## config.mk

```make
export PLATFORM = sky130hd
export DESIGN_NAME = inst_cache_flat
export DESIGN_NICKNAME = d
export VERILOG_FILES = /design/src/rtl/inst_cache_if.sv /design/src/rtl/inst_cache.sv /design/src/flat_wrapper.sv
export SDC_FILE = /design/constraint.sdc
export NUM_CORES = 1
export LEC_CHECK = 0
export ABC_AREA = 1
export CAP_MARGIN = 20
export CORE_MARGIN = 1.5
export CORE_UTILIZATION = 49
export CTS_CLUSTER_SIZE = 40
export DETAILED_ROUTE_END_ITERATION = 7
export PLACE_DENSITY = 0.85
export SLEW_MARGIN = 15
export SYNTH_ARGS = -nofsm -noshare
export SYNTH_HDL_FRONTEND = slang
export SYNTH_SLANG_ARGS = --single-unit
```

## constraint.sdc

```tcl
create_clock -name clk_in -period 3 [get_ports clk_in]
set_input_delay 0.6 -clock clk_in [delete_from_list [all_inputs] [get_ports clk_in]]
set_output_delay 0.6 -clock clk_in [all_outputs]
set_load 0.05 [all_outputs]
```

## src/rtl/inst_cache_if.sv

```systemverilog
// rtl/inst_cache_if.sv - fetcher and memory-controller signal bundle for inst_cache
interface inst_cache_if;
  logic        fetch_req;
  logic [31:0] fetch_pc;
  logic        flush;
  logic        inst_valid;
  logic [31:0] inst;
  logic        cache_busy;
  logic        mem_need_inst;
  logic [31:0] mem_pc;
  logic        mem_busy;
  logic        mem_inst_ready;
  logic [31:0] mem_inst;

  // master: fetcher plus memory controller; slave: the cache itself
  modport master (
    output fetch_req, fetch_pc, flush, mem_busy, mem_inst_ready, mem_inst,
    input  inst_valid, inst, cache_busy, mem_need_inst, mem_pc
  );

  modport slave (
    input  fetch_req, fetch_pc, flush, mem_busy, mem_inst_ready, mem_inst,
    output inst_valid, inst, cache_busy, mem_need_inst, mem_pc
  );
endinterface

```

## src/rtl/inst_cache.sv

```systemverilog
// rtl/inst_cache.sv - direct-mapped one-word-per-line instruction cache with miss FSM
// Storage and hit path exist only when INST_CACHE_EN is defined; otherwise every fetch misses.
module inst_cache #(
  parameter int INDEX_W = 4
) (
  input  logic       clk_in,
  input  logic       rst_n_in,
  input  logic       rdy_in,
  inst_cache_if.slave bus
);

  typedef enum logic [1:0] {IDLE, REQ, WAIT, RESP} state_t;

  state_t      state_q, state_d;
  logic        inst_valid_q, inst_valid_d;
  logic [31:0] inst_q, inst_d;
  logic        mem_need_q, mem_need_d;
  logic [31:0] mem_pc_q, mem_pc_d;
  logic        drop_q, drop_d;
  logic [31:0] fill_q, fill_d;

  logic        hit;
  logic [31:0] hit_data;
  logic        fill_en;

  // Only a completion seen in WAIT counts, so a sticky mem_inst_ready is harmless elsewhere.
  assign fill_en = (state_q == WAIT) && !bus.mem_busy && bus.mem_inst_ready;

`ifdef INST_CACHE_EN
  localparam int TAG_W = 30 - INDEX_W;
  localparam int LINES = 1 << INDEX_W;

  logic [LINES-1:0]   valid_q;
  logic [TAG_W-1:0]   tag_mem  [LINES];
  logic [31:0]        data_mem [LINES];
  logic [INDEX_W-1:0] req_idx;
  logic [INDEX_W-1:0] fill_idx;

  assign req_idx  = bus.fetch_pc[INDEX_W+1:2];
  assign fill_idx = mem_pc_q[INDEX_W+1:2];
  assign hit      = valid_q[req_idx] && (tag_mem[req_idx] == bus.fetch_pc[31:INDEX_W+2]);
  assign hit_data = data_mem[req_idx];

  always_ff @(posedge clk_in or negedge rst_n_in) begin
    if (!rst_n_in) begin
      valid_q <= '0;
    end else if (rdy_in && fill_en) begin
      valid_q[fill_idx] <= 1'b1;
    end
  end

  // Tag and data arrays carry no reset; the valid bits alone qualify them.
  always_ff @(posedge clk_in) begin
    if (rdy_in && fill_en) begin
      tag_mem[fill_idx]  <= mem_pc_q[31:INDEX_W+2];
      data_mem[fill_idx] <= bus.mem_inst;
    end
  end
`else
  assign hit      = 1'b0;
  assign hit_data = '0;
`endif

  always_comb begin
    state_d      = state_q;
    inst_valid_d = 1'b0;
    inst_d       = inst_q;
    mem_need_d   = mem_need_q;
    mem_pc_d     = mem_pc_q;
    drop_d       = drop_q;
    fill_d       = fill_q;

    case (state_q)
      IDLE: begin
        if (bus.fetch_req && !bus.flush) begin
          if (hit) begin
            inst_valid_d = 1'b1;
            inst_d       = hit_data;
          end else begin
            mem_pc_d   = bus.fetch_pc;
            mem_need_d = 1'b1;
            state_d    = REQ;
          end
        end
      end
      REQ: begin
        if (bus.flush) drop_d = 1'b1;
        if (bus.mem_busy) begin
          mem_need_d = 1'b0;
          state_d    = WAIT;
        end
      end
      WAIT: begin
        if (bus.flush) drop_d = 1'b1;
        if (fill_en) begin
          fill_d  = bus.mem_inst;
          state_d = RESP;
        end
      end
      RESP: begin
        // A flush now, or one recorded during the miss, swallows the response.
        if (!bus.flush && !drop_q) begin
          inst_valid_d = 1'b1;
          inst_d       = fill_q;
        end
        drop_d  = 1'b0;
        state_d = IDLE;
      end
      default: begin
        state_d    = IDLE;
        mem_need_d = 1'b0;
        drop_d     = 1'b0;
      end
    endcase
  end

  always_ff @(posedge clk_in or negedge rst_n_in) begin
    if (!rst_n_in) begin
      state_q      <= IDLE;
      inst_valid_q <= 1'b0;
      inst_q       <= '0;
      mem_need_q   <= 1'b0;
      mem_pc_q     <= '0;
      drop_q       <= 1'b0;
      fill_q       <= '0;
    end else if (rdy_in) begin
      state_q      <= state_d;
      inst_valid_q <= inst_valid_d;
      inst_q       <= inst_d;
      mem_need_q   <= mem_need_d;
      mem_pc_q     <= mem_pc_d;
      drop_q       <= drop_d;
      fill_q       <= fill_d;
    end
  end

  assign bus.inst_valid    = inst_valid_q;
  assign bus.inst          = inst_q;
  assign bus.cache_busy    = (state_q != IDLE);
  assign bus.mem_need_inst = mem_need_q;
  assign bus.mem_pc        = mem_pc_q;

endmodule
```

## src/flat_wrapper.sv

```systemverilog
// flat-port wrapper written by rule: the top's interface ports become plain ports
module inst_cache_flat 
#(
  parameter int INDEX_W = 4
)
  (clk_in, rst_n_in, rdy_in, bus_fetch_req, bus_fetch_pc, bus_flush, bus_mem_busy, bus_mem_inst_ready, bus_mem_inst, bus_inst_valid, bus_inst, bus_cache_busy, bus_mem_need_inst, bus_mem_pc);
  inst_cache_if bus_i ();
  input  logic clk_in;
  input  logic rst_n_in;
  input  logic rdy_in;
  input wire logic [$bits(bus_i.fetch_req)-1:0] bus_fetch_req;
  input wire logic [$bits(bus_i.fetch_pc)-1:0] bus_fetch_pc;
  input wire logic [$bits(bus_i.flush)-1:0] bus_flush;
  input wire logic [$bits(bus_i.mem_busy)-1:0] bus_mem_busy;
  input wire logic [$bits(bus_i.mem_inst_ready)-1:0] bus_mem_inst_ready;
  input wire logic [$bits(bus_i.mem_inst)-1:0] bus_mem_inst;
  output wire logic [$bits(bus_i.inst_valid)-1:0] bus_inst_valid;
  output wire logic [$bits(bus_i.inst)-1:0] bus_inst;
  output wire logic [$bits(bus_i.cache_busy)-1:0] bus_cache_busy;
  output wire logic [$bits(bus_i.mem_need_inst)-1:0] bus_mem_need_inst;
  output wire logic [$bits(bus_i.mem_pc)-1:0] bus_mem_pc;
  assign bus_i.fetch_req = bus_fetch_req;
  assign bus_i.fetch_pc = bus_fetch_pc;
  assign bus_i.flush = bus_flush;
  assign bus_i.mem_busy = bus_mem_busy;
  assign bus_i.mem_inst_ready = bus_mem_inst_ready;
  assign bus_i.mem_inst = bus_mem_inst;
  assign bus_inst_valid = bus_i.inst_valid;
  assign bus_inst = bus_i.inst;
  assign bus_cache_busy = bus_i.cache_busy;
  assign bus_mem_need_inst = bus_i.mem_need_inst;
  assign bus_mem_pc = bus_i.mem_pc;
  inst_cache #(.INDEX_W(INDEX_W)) u_core (.clk_in(clk_in), .rst_n_in(rst_n_in), .rdy_in(rdy_in), .bus(bus_i));
endmodule
```

==> results.json <==
{
  "finalCritPeriodShare_pct": 87.7,
  "synth_edf_count": 0,
  "dr.pass1.iters": 4,
  "ant_nets": 0,
  "criticalPathCategory": "flop to output port",
  "clk_pin_slew_ns": 0.10,
  "drc_errors": 0,
  "reg2reg_depth": 4,
  "grt_max_degree": 65,
  "synth_area_per_cell_um2": 9.84,
  "yosysTopAreaCell": "dfrtp_1",
  "chipWidth_um": 94.8,
  "synthToLayoutAreaGrowth_pct": 38.1,
  "slew_headroom_pct": 47.8,
  "cts_tree": "done",
  "synth_area_leaders": "dfrtp_1 61%, nand2_1 9.9%, inv_1 6.6%",
  "netlist_instances": 420,
  "rsz0062_at_grt": "no",
  "synth_common_cells": "109 x nand2_1, 101 x dfrtp_1, 73 x inv_1",
  "io_buffers": 137,
  "synth_ff_type": "dfrtp_1",
  "holdWs_ns": 0.230,
  "postCtsSetupBuffers": 0,
  "drt_wl_total_um": 8830,
  "grt_pass1_wl_um": 14500,
  "fmax_ghz": 0.380,
  "die_h_um": 94.8,
  "ctsRootBufferMaster": "clkbuf_8",
  "tightest_slew_ns": 0.782,
  "dieArea_um2": 8990,
  "clockBufferDepth": 2,
  "post-synth-top-count-cell": "nand2_1",
  "seqPwrFrac_pct": 36.2,
  "std_cell_rows": 33,
  "hold_violations": 0,
  "intPower_w": 0.00340,
  "p_leak_nw": 2.73,
  "pwr-share-comb_pct": 51.8,
  "finalPower_w": 0.00629,
  "wl_per_cell_um": 13.3,
  "pwr-share-clk_pct": 11.9,
  "powerDensity_nw_per_um2": 1100,
  "cp.required_ns": 2.40,
  "ir_worst_vdd_mv": 0.705,
  "syn_nets": 496,
  "crit_fanout": 4,
  "run_status": "complete, no violations",
  "hpwl_um": 6420,
  "pin_count": 138,
  "clk_latency_ns": 0.35,
  "core_area_um2": 8180,
  "synth_cell_type_count": 20,
  "final.setup_skew_ns": 0.00830,
  "drv_cap": 0,
  "startpoint_type": "flop",
  "dpl-instance-area_um2": 5540,
  "setup_viol": 0,
  "antenna_found_initial": 0,
  "numCtsBuffers": 9,
  "cts.sinks": 101,
  "diodes": 0,
  "yosys_warnings": 0,
  "switching_share_pct": 46.0,
  "cts_hold_buf": 0,
  "dr_total_vias": 3179,
  "syn_area_um2": 4130,
  "fin_tns_setup_ns": 0,
  "place_congestion": 0.836,
  "initial_utilization_pct": 50.6,
  "grt.total_usage_pct": 20.9,
  "final_cell_area_um2": 5710,
  "ys_ff_latch": 101,
  "finalMaxSlewViolations": 0,
  "nets": 629,
  "period_needed_ns": 2.63,
  "cts_resized": 0,
  "gr-total-overflow": 0,
  "power.net_switching_w": 0.00290,
  "routed_via_density": 4.79,
  "drive_gt1_share_pct": 9.50,
  "drt_iter0_drc": 89,
  "cp.arrival_ns": 2.03,
  "end_kind": "output port",
  "synth_top_area_share_pct": 61.2,
  "async_flop_share_pct": 100,
  "grt_pass1_vias": 3212,
  "htree_num_levels": 3,
  "min_path_type": "input port to asynchronous set/reset pin",
  "yosysSeqAreaShare_pct": 61.2
}
-- cell type report --
class                      instances  area [um^2]
fill                             619         2470
multi-input combinational        226         1180
clock inverter                     5         37.5
tap                              105          131
sequential                       101         2530
clock buffer                      11          131
inverter                          74          278
timing repair buffer             141         1420
-- worst paths after layout --
| check | from | endpoint | slack, ns |
|---|---|---|---|
| max | u_core.state_q[0] | bus_cache_busy | 0.37 |
| min | rst_n_in | u_core.bus.inst[30] | 0.23 |
| max reg2reg | u_core.state_q[0] | u_core.bus.mem_pc[16] | 1.02 |
| min reg2reg | u_core.bus.inst[10] | u_core.bus.inst[10] | 0.49 |
| max in group asynchronous | rst_n_in | u_core.fill_q[21] | 2.05 |
| min in group clk_in | u_core.bus.inst[10] | u_core.bus.inst[10] | 0.49 |
-- critical path, stage by stage (launching register included) --
cell and delay, ns:
dfrtp_1 0.42, inv_1 0.10, ha_1 0.26, inv_1 0.10, clkdlybuf4s50_1 0.80
-- sequential cells by signal (all words and copies together) (netlist names) --
register / flops
u_core.fill_q: 32
u_core.bus.inst_valid: 1
u_core.drop_q: 1
u_core.state_q: 2
u_core.bus.mem_need_inst: 1
u_core.bus.inst: 32
u_core.bus.mem_pc: 32
-- layout by cell type, fill, tap and decap left out, drive strengths merged --
cell type	netlist	final
clkinv	0	3
clkdlybuf4s50	0	136
clkbuf	5	11
nor2	2	2
nand4	3	3
ha	5	5
nand3	6	6
a21oi	1	1
nand2	109	109
dfrtp	101	101
inv	74	74
clkinvlp	0	2
o21ai	99	99
or2	1	1
buf	14	5
-- power groups by stage --
stage / clock (W) / sequential (W) / combinational, W
2_1_floorplan: 0 / 0.00358 / 0.000843
3_3_place_gp: 0 / 0.00227 / 0.00320
4_1_cts: 0.000771 / 0.00228 / 0.00329
6_report: 0.000751 / 0.00228 / 0.00326
5_1_grt: 0.000827 / 0.00235 / 0.00349
3_5_place_dp: 0 / 0.00230 / 0.00329
-- logic make-up (layout without fill, tap and decap cells) --
group | count (synthesis) | in the layout | share of synthesized area (%)
flip-flops | 101 | 101 | 61.2
AO/OA/AOI/OAI | 100 | 100 | 14.7
buffers and inverters | 93 | 231 | 10.3
adder cells (fa/ha/maj) | 5 | 5 | 1.51
AND/OR/NAND/NOR | 121 | 121 | 12.3
-- layer usage --
| layer | wire, um | GRT usage [%] |
|---|---|---|
| met1 | 3800 | 26.5 |
| met2 | 3920 | 31.8 |
| met3 | 958 | 9.66 |
| met4 | 144 | 6.47 |
| met5 | 0 | 0 |
-- per-stage QoR --
stage / utilization, % / std cells / setup WS, ns
floorplan: - / 420 / 1.37
global placement: 67.8 / 647 / 0.613
detailed placement: 67.8 / 647 / 0.552
CTS: 69.8 / 663 / 0.363
global route: 69.8 / 663 / 0.277
finish: 69.8 / 663 / 0.368
Power figures use the tool's default switching activity.
